[src/rtl/branch_hazard_controller.sv]
// ID-stage branch hazard sequencer: detects producers that a beq/bne in IF/ID
// depends on, stalls the front end, then steers the comparator forwarding muxes.
module branch_hazard_controller #(
  parameter logic [5:0] BEQ_OP = 6'b000100,
  parameter logic [5:0] BNE_OP = 6'b000101,
  parameter int         CNT_W  = 16
) (
  input  logic             clk,
  input  logic             rst_n,
  input  logic [5:0]       IFIDOpcode,
  input  logic [4:0]       IFIDRs,
  input  logic [4:0]       IFIDRt,
  input  logic [4:0]       IDEXRd,
  input  logic             IDEXRegWrite,
  input  logic             IDEXMemRead,
  input  logic [4:0]       EXMEMRd,
  input  logic             EXMEMRegWrite,
  input  logic             EXMEMMemRead,
  input  logic [4:0]       MEMWBRd,
  input  logic             MEMWBRegWrite,
  input  logic             BranchTaken,
  output logic             PCWrite,
  output logic             IFIDWrite,
  output logic             ControlMux,
  output logic             IFFlush,
  output logic [1:0]       BranchFwdA,
  output logic [1:0]       BranchFwdB,
  output logic [CNT_W-1:0] StallCount
);

  localparam logic [0:0] S_IDLE  = 1'b0;
  localparam logic [0:0] S_STALL = 1'b1;

  localparam logic [1:0] FWD_RF    = 2'b00;
  localparam logic [1:0] FWD_EXMEM = 2'b01;
  localparam logic [1:0] FWD_MEMWB = 2'b10;

  logic [0:0] state;
  logic [1:0] cnt;
  logic       is_br;
  logic [1:0] need_n;
  logic       stall;
  logic       idex_hit, exmem_hit;

  // $0 is hardwired zero, so it can never be a true dependency.
  function automatic logic match(input logic [4:0] x, input logic [4:0] r);
    return (x != 5'd0) && (x == r);
  endfunction

  function automatic logic [1:0] fwd_sel(input logic [4:0] r);
    if (EXMEMRegWrite && !EXMEMMemRead && match(EXMEMRd, r))
      return FWD_EXMEM;
    else if (MEMWBRegWrite && match(MEMWBRd, r))
      return FWD_MEMWB;
    else
      return FWD_RF;
  endfunction

  assign is_br     = (IFIDOpcode == BEQ_OP) || (IFIDOpcode == BNE_OP);
  assign idex_hit  = match(IDEXRd, IFIDRs) || match(IDEXRd, IFIDRt);
  assign exmem_hit = match(EXMEMRd, IFIDRs) || match(EXMEMRd, IFIDRt);

  // A load in ID/EX needs two cycles before its data reaches MEM/WB; an ALU
  // result in ID/EX or a load in EX/MEM needs one.
  always_comb begin
    need_n = 2'd0;
    if (state == S_IDLE && is_br) begin
      if (IDEXMemRead && IDEXRegWrite && idex_hit)
        need_n = 2'd2;
      else if (IDEXRegWrite && idex_hit)
        need_n = 2'd1;
      else if (EXMEMMemRead && EXMEMRegWrite && exmem_hit)
        need_n = 2'd1;
    end
  end

  assign stall = (state == S_STALL) || (need_n != 2'd0);

  always_ff @(posedge clk or negedge rst_n) begin
    if (!rst_n) begin
      state <= S_IDLE;
      cnt   <= 2'd0;
    end else begin
      case (state)
        S_IDLE: begin
          if (need_n == 2'd2) begin
            state <= S_STALL;
            cnt   <= 2'd1;
          end
        end
        default: begin
          cnt <= cnt - 2'd1;
          if (cnt <= 2'd1) begin
            state <= S_IDLE;
            cnt   <= 2'd0;
          end
        end
      endcase
    end
  end

  always_ff @(posedge clk or negedge rst_n) begin
    if (!rst_n)
      StallCount <= '0;
    else if (stall && (StallCount != {CNT_W{1'b1}}))
      StallCount <= StallCount + 1'b1;
  end

  assign PCWrite    = ~stall;
  assign IFIDWrite  = ~stall;
  assign ControlMux = ~stall;
  assign IFFlush    = is_br & BranchTaken & ~stall;
  assign BranchFwdA = (is_br && !stall) ? fwd_sel(IFIDRs) : FWD_RF;
  assign BranchFwdB = (is_br && !stall) ? fwd_sel(IFIDRt) : FWD_RF;

endmodule

[config.mk]
export PLATFORM = sky130hd
export DESIGN_NAME = branch_hazard_controller
export DESIGN_NICKNAME = d
export VERILOG_FILES = /design/src/rtl/branch_hazard_controller.sv
export SDC_FILE = /design/constraint.sdc
export NUM_CORES = 1
export LEC_CHECK = 0
export BUFFER_PORTS_ARGS = -buffer_cell sky130_fd_sc_hd__buf_4
export CAP_MARGIN = 20
export CORE_MARGIN = 5
export CORE_UTILIZATION = 25
export DETAILED_ROUTE_END_ITERATION = 7
export PLACE_DENSITY = 0.53
export SLEW_MARGIN = 0
export SYNTH_ARGS = -nofsm -noshare
export SYNTH_HDL_FRONTEND = slang
export SYNTH_SLANG_ARGS = --single-unit
[constraint.sdc]
create_clock -name clk -period 6 [get_ports clk]
set_input_delay 1.5 -clock clk [delete_from_list [all_inputs] [get_ports clk]]
set_output_delay 1.5 -clock clk [all_outputs]
set_load 0.01 [all_outputs]
======== Word level (Yosys, flattened, before mapping) ========
Index checks and enable logic that the tools add are counted.
storage, ports and cells
  output and inout bits ................... 24
  word-level logic and storage cells ...... 66
  bits in registers ....................... 19
  input port bits ......................... 39
operators by class
  bitwise operators ....................... 4
  eq/ne operators ......................... 10
  magnitude comparators ................... 1
  muxes and demuxes ....................... 16
  reduce and logical (&&, ||, !) cells .... 30
  $add $sub $neg .......................... 2
operator list
  operator                 count
  $eq A5 B5 Y1             6
  $mux W2                  11
  $logic_and A1 B1 Y1      19
  $add A16 B1 Y16 const B  1
  $ne A16 B16 Y1 const B   1
  $reduce_bool A5 Y1       3
  $eq A6 B3 Y1 const B     2
  $mux W1                  5
  $logic_or A1 B1 Y1       4
  $reduce_bool A2 Y1       2
  $and A1 B1 Y1            2
  $eq A2 B2 Y1 const B     1
  $le A2 B1 Y1 const B     1
  $logic_not A1 Y1         2
  $not A1 Y1               2
  $sub A2 B1 Y2 const B    1

======== Depth between registers and ports, before layout ========
Gate-level depths: netlist of run 1.
  depth in word-level cells ............... 13
  gate-level depth with buffers ........... 8
  mapped depth without buffers ............ 7

======== Worst setup path before layout of run 1 ========
Ideal clock, no wire load.
  path kind ............................... input to output
  from .................................... input port IDEXRd[0]
  to ...................................... output port BranchFwdA[1]
  data arrival time ....................... 3,099 ps
  data required time ...................... 4,500 ps
  path buffers ............................ 0
  stages .................................. 4
  setup slack ............................. 1,401 ps
  path through ............................ or3_1 > o211a_1 > or4_4 > nor4_1
between the ends
  word-level cells in the longest chain between the ends .. 12
  elaborated cells on any way between the ends .. 16
  those cells by class .................... eq/ne (2); mux (4); reduce/logical (10)
RTL lines
  element                                                    RTL line  source
  from (decl)                                                13        input logic [4:0] IDEXRd,
  $eq A5 B5 Y1 / $reduce_bool A5 Y1 (equally long branches)  47        return (x != 5'd0) && (x == r);
  $logic_and A1 B1 Y1                                        47
  $logic_or A1 B1 Y1 *                                       60        assign idex_hit = match(IDEXRd, IFIDRs) || match(IDEXRd, IFIDRt);
  $logic_and A1 B1 Y1                                        70        else if (IDEXRegWrite && idex_hit)
  $mux W1                                                    70
  $mux W2 *                                                  68        if (IDEXMemRead && IDEXRegWrite && idex_hit)
  $mux W2 *                                                  67        if (state == S_IDLE && is_br) begin
  $reduce_bool A2 Y1 *                                       77        assign stall = (state == S_STALL) || (need_n != 2'd0);
  $logic_or A1 B1 Y1 *                                       77
  $logic_not A1 Y1 *                                         113       assign BranchFwdA = (is_br && !stall) ? fwd_sel(IFIDRs) : FWD_RF;
  $logic_and A1 B1 Y1 *                                      113
  $mux W2 *                                                  113
  to (decl)                                                  26        output logic [1:0] BranchFwdA,
Every way passes the cells marked *; elsewhere a longest branch is shown, timed or not.

======== Worst setup path in the final report of run 1 ========
Ends and elaborated chain as after synthesis.

==> results.json, run 1 <==
{
  "synth_area_leaders": "dfrtp_1 (34%), xnor2_1 (20%), xor2_1 (8.2%)",
  "endpoint_kind": "output port",
  "viasPerCell": 4.54,
  "root_buffer": "clkbuf_8",
  "synth_cell_types": 38,
  "clock_sinks": 19,
  "cp_common_cell": "buf_4",
  "start_util_pct": 25.5,
  "antenna_found_initial": 0,
  "synth_nets": 184,
  "critPathBufInv": 2,
  "antenna_cells": 0,
  "grt_pass1_wl_um": 5860,
  "synth_edf_count": 0,
  "ioPinCount": 63,
  "grt_pass1_vias": 1195,
  "clkTransAtPathRegs_ns": 0.07,
  "yosys.area.top_type": "dfrtp_1",
  "hold_viol_final": 0,
  "cp_top_family": "simple AND/OR/NAND/NOR gates",
  "worstPathRequired_ns": 4.50,
  "crit_fanout": 5,
  "clk_latency_ns": 0.26,
  "drc": 0,
  "clock-skew-final_ns": 0.00349,
  "slew_violations": 0,
  "critPathSlowestCell": "or4_4",
  "netlist.area_leader.share_pct": 34.2,
  "drt-initial-drc-count": 42,
  "io_buffers": 61,
  "synth_seq_area_share_pct": 34.2,
  "fmax_ghz": 0.209,
  "cts_tree": "built",
  "leakage_nw": 0.886,
  "die_height_um": 84.5,
  "syn_to_final_growth_pct": 40.3,
  "grt_use_total_pct": 9.91,
  "slew_headroom_pct": 64.8,
  "vias": 1254,
  "wl_per_cell_um": 13.1,
  "rsz0062_at_grt": "no",
  "min_path_type": "reg -> reg",
  "powerDensity_mw_per_mm2": 146,
  "cap_violations": 0,
  "synth.avg_cell_area_sq_um": 9.64,
  "grt_max_degree": 20,
  "async_reset_ff_share_pct": 100,
  "gp_congestion": 0.786,
  "drive_above_1_share_pct": 35.8,
  "ys.flop_type": "dfrtp_1",
  "crit_chain": "buf_4 -> or3_1 -> o211a_1 -> or4_4 -> nor4_1 -> buf_4",
  "status": "finished clean",
  "nets": 245,
  "postLayoutCoreUtil_pct": 35.8,
  "period_minus_slack_ns": 4.78,
  "worst_pin_slew_ns": 0.529,
  "h-tree-depth": 1,
  "die_width_um": 84.5,
  "postCtsResizedCells": 0,
  "postSynthCellCount": 144,
  "rows": 27,
  "yosysWarnings": 0,
  "drtPass1Iterations": 4,
  "grt_overflow": 0,
  "cts_hold_buf": 0,
  "cts_buffer_depth": 2,
  "ir_worst_vdd_mv": 0.0515,
  "final-setup-viol-count": 0,
  "dieArea_sq_mm": 0.00715,
  "arrival_ns": 3.28,
  "drtAntennaViolNets": 0,
  "core_area_sq_mm": 0.00544,
  "cts_buffers": 3,
  "start_kind": "primary input",
  "setup_tns_ns": 0,
  "post_cts_buffers": 0,
  "routed_wl_um": 3610,
  "synth-seq-cells": 19,
  "min_period_over_period_pct": 79.7,
  "slowest_delay_ns": 0.56,
  "syn_area_sq_mm": 0.00139,
  "critPathKind": "in -> out",
  "hpwl_um": 3030
}
-- state kept, by name, indices dropped and copies added, names as in the netlist --
| signal | count |
|---|---|
| StallCount | 16 |
| cnt | 2 |
| state | 1 |
-- worst reg2reg max path: cells and delay by family (launching register included) --
kind	cells	cell delay, ns
AOI/OAI and AO/OA	1	0.45
DFF	1	0.43
muxes	1	0.40
and+or+nand+nor	4	0.88
-- per-layer routing --
| metal | vias up | GRT usage (%) | routed length [um] |
|---|---|---|---|
| met4 | 0 | 1.73 | 22 |
| met3 | 2 | 2.16 | 133 |
| met1 | 602 | 12.8 | 1580 |
| li1 | 626 | - | - |
| met2 | 24 | 17.2 | 1870 |
| met5 | - | 0 | 0 |
-- where the power goes --
| group | switching [mW] | total (mW) | leakage (nW) | internal (mW) |
|---|---|---|---|---|
| clock network | 0.0425 | 0.0887 | 0.0255 | 0.0462 |
| logic | 0.0314 | 0.0656 | 0.605 | 0.0342 |
| registers | 0.00157 | 0.131 | 0.255 | 0.129 |
| total | 0.0755 | 0.285 | 0.886 | 0.210 |
-- final cells by class --
class	count	area (sq um)
fillers	559	3490
flip-flops and latches	19	475
multi-input cells	117	867
clock buffers	3	41.3
clock inverters	1	5.00
well taps	72	90.1
repair buffers	61	458
inverters	3	11.3
-- worst paths after layout --
path / startpoint / end / slack (ns) / cells after the start
max: IDEXRd[0] / BranchFwdA[1] / 1.22 / 6
max reg2reg: StallCount[2] / StallCount[1] / 3.73 / 6
min in group asynchronous: rst_n / StallCount[6] / 1.10 / 1
min: StallCount[4] / StallCount[4] / 0.49 / 1
min reg2reg: StallCount[4] / StallCount[4] / 0.49 / 1
max in group asynchronous: rst_n / cnt[1] / 4.69 / 1
-- per-stage QoR --
stage                     hold slack (ns)  setup WS (ns)  total power, mW  cells  cell area [sq um]
after global routing                0.518           1.13            0.301    276               1950
after floorplan                     0.460           1.40            0.163    144               1390
after CTS                           0.498           1.21            0.289    276               1950
final                               0.493           1.22            0.285    276               1950
after global placement              0.478           1.21            0.199    272               1900
after detailed placement            0.486           1.21            0.200    272               1900
-- cell families after synthesis --
| family | count (synthesis) | share of synthesized area, % |
|---|---|---|
| AO/OA/AOI/OAI | 9 | 5.95 |
| XOR/XNOR | 44 | 27.7 |
| adder cells (fa/ha/maj) | 1 | 0.901 |
| buffers and inverters | 8 | 3.33 |
| flip-flops | 19 | 34.2 |
| multiplexers | 2 | 1.53 |
| AND/OR/NAND/NOR | 61 | 26.3 |
-- cells in the final DEF, fill, tap and decap left out, drive strengths merged, types with 3 or more instances in the layout --
cell,Yosys,final
and3,7,7
buf,4,61
clkbuf,1,3
dfrtp,19,19
inv,3,3
nand2,8,8
nand3,14,14
nand4,7,7
nor2,4,4
nor3,7,7
nor4,3,3
or4,3,3
xnor2,31,31
xor2,13,13
-- synth_stat cells, types with 2 or more instances --
cell     count
xnor2_1     31
dfrtp_1     19
nand3_1     14
xor2_1      13
nand2_1      8
nor3_1       7
and3_1       5
nand4_1      5
nor2_1       4
inv_1        3
nor4_1       3
and4_1       2
buf_4        2
nor2b_1      2
o211a_1      2
or4_1        2
Note: power is estimated with default switching activity, not from simulation.
==> run 2: changes to the inputs <==
==> constraint.sdc (replaced) <==
create_clock -name clk -period 4.8 [get_ports clk]
set_input_delay 1.2 -clock clk [delete_from_list [all_inputs] [get_ports clk]]
set_output_delay 1.2 -clock clk [all_outputs]
set_load 0.01 [all_outputs]
==> run 2 against run 1 <==
  * Setup slack lost 0.62 ns
  * Clock skew down 0.0024 ns
  * Largest cell class unchanged
  * Non-clock buffer count unchanged
  * Via count down 0.32%
==> results.json, run 2 (synthesis gave the netlist of run 1 again) <==
{
  "clkTransAtPathRegs_ns": 0.07,
  "cts_tree": "built",
  "vias": 1250,
  "multi_input_area_sq_um": 867,
  "start_util_pct": 25.5,
  "h-tree-depth": 1,
  "hpwl_um": 3060,
  "slew_headroom_pct": 65.8,
  "antenna_found_initial": 0,
  "drtAntennaViolNets": 0,
  "arrival_ns": 3.00,
  "ioPinCount": 63,
  "cts_buffers": 3,
  "crit_fanout": 5,
  "worstPathRequired_ns": 3.60,
  "rows": 27,
  "dieArea_sq_mm": 0.00715,
  "start_kind": "primary input",
  "grt_overflow": 0,
  "core_area_sq_mm": 0.00544,
  "critPathKind": "in -> out",
  "fillCellCount": 556,
  "regMostFlops": "StallCount",
  "seq_area_sq_um": 475,
  "powerDensity_mw_per_mm2": 182,
  "viasPerCell": 4.53,
  "cp_common_cell": "buf_4",
  "grt_pass1_vias": 1253,
  "min_period_over_period_pct": 87.6,
  "largest_reg_flops": 16,
  "period_minus_slack_ns": 4.20,
  "cp_top_family": "simple AND/OR/NAND/NOR gates",
  "gp_congestion": 0.774,
  "slew_violations": 0,
  "cts_hold_buf": 0,
  "postLayoutCoreUtil_pct": 35.8,
  "post_cts_buffers": 0,
  "grt_max_degree": 20,
  "mostFrequentLayoutCells": "buf_4 (61), xnor2_1 (31), dfrtp_1 (19), nand3_1 (14), xor2_1 (13)",
  "grt_pass1_wl_um": 6040,
  "final-setup-viol-count": 0,
  "antenna_cells": 0,
  "status": "finished clean",
  "critPathBufInv": 2,
  "hold-path-cell-count": 1,
  "slowest_delay_ns": 0.56,
  "path_depth": 6,
  "clk_latency_ns": 0.25,
  "drtPass1Iterations": 4,
  "postCtsResizedCells": 0,
  "syn_to_final_growth_pct": 40.2,
  "ir_worst_vdd_mv": 0.0784,
  "io_buffers": 61,
  "grt_use_total_pct": 10.1,
  "regToRegSetupSlack_ns": 2.52,
  "ff2ff_path_depth": 6,
  "die_width_um": 84.5,
  "nets": 245,
  "fmax_ghz": 0.238,
  "wl_per_cell_um": 13.2,
  "clock_sinks": 19,
  "setup_tns_ns": 0,
  "drive_above_1_share_pct": 35.3,
  "worst_pin_slew_ns": 0.513,
  "hold_viol_final": 0,
  "endpoint_kind": "output port",
  "rsz0062_at_grt": "no",
  "die_height_um": 84.5,
  "drt-initial-drc-count": 49,
  "crit_chain": "buf_4 -> or3_1 -> o211a_1 -> or4_4 -> nor4_1 -> buf_4",
  "leakage_nw": 0.883,
  "drc": 0,
  "routed_wl_um": 3650,
  "cap_violations": 0,
  "reg_top3": "StallCount (16), cnt (2), state (1)",
  "clock-skew-final_ns": 0.00109,
  "final_common_cell": "buf_4",
  "critPathSlowestCell": "or4_4",
  "cts_buffer_depth": 2,
  "root_buffer": "clkbuf_8",
  "min_path_type": "reg -> reg"
}
## run 2: power breakdown
group	total [mW]	leakage, nW	internal, mW	switching, mW
sequential	0.164	0.255	0.162	0.00188
clock	0.109	0.0228	0.0589	0.0498
combinational	0.0827	0.605	0.0428	0.0400
## run 2: area by class of cell
cell class	instances	area share [%]
multi-input cells	117	44.5
flip-flops and latches	19	24.4
repair buffers	61	23.5
well taps	72	4.63
clock buffers	4	2.31
inverters	3	0.578
## run 2: final timing paths
kind                           startpoint              to
min in group asynchronous           rst_n   StallCount[6]
max                             IDEXRd[0]   BranchFwdA[1]
max reg2reg                 StallCount[2]   StallCount[1]
min reg2reg                StallCount[15]  StallCount[15]
min                        StallCount[15]  StallCount[15]
max in group asynchronous           rst_n  StallCount[12]
## run 2: per-stage QoR
step                      hold WS, ns  cells  worst slack [ns]  total power, mW  area (sq um)
after floorplan                 0.460    144             0.801            0.204          1390
after CTS                       0.490    276             0.584            0.359          1950
after global routing            0.522    276             0.511            0.373          1950
after global placement          0.478    272             0.618            0.249          1900
final                           0.484    276             0.595            0.355          1950
after detailed placement        0.481    272             0.593            0.250          1900
## run 2: per-layer routing
layer	up-vias	global-route usage [%]	part of all wire (%)
met2	26	17.7	52
met4	0	1.29	0.60
met1	591	13.2	44
met3	2	1.96	3.5
met5	-	0	0
li1	631	-	-
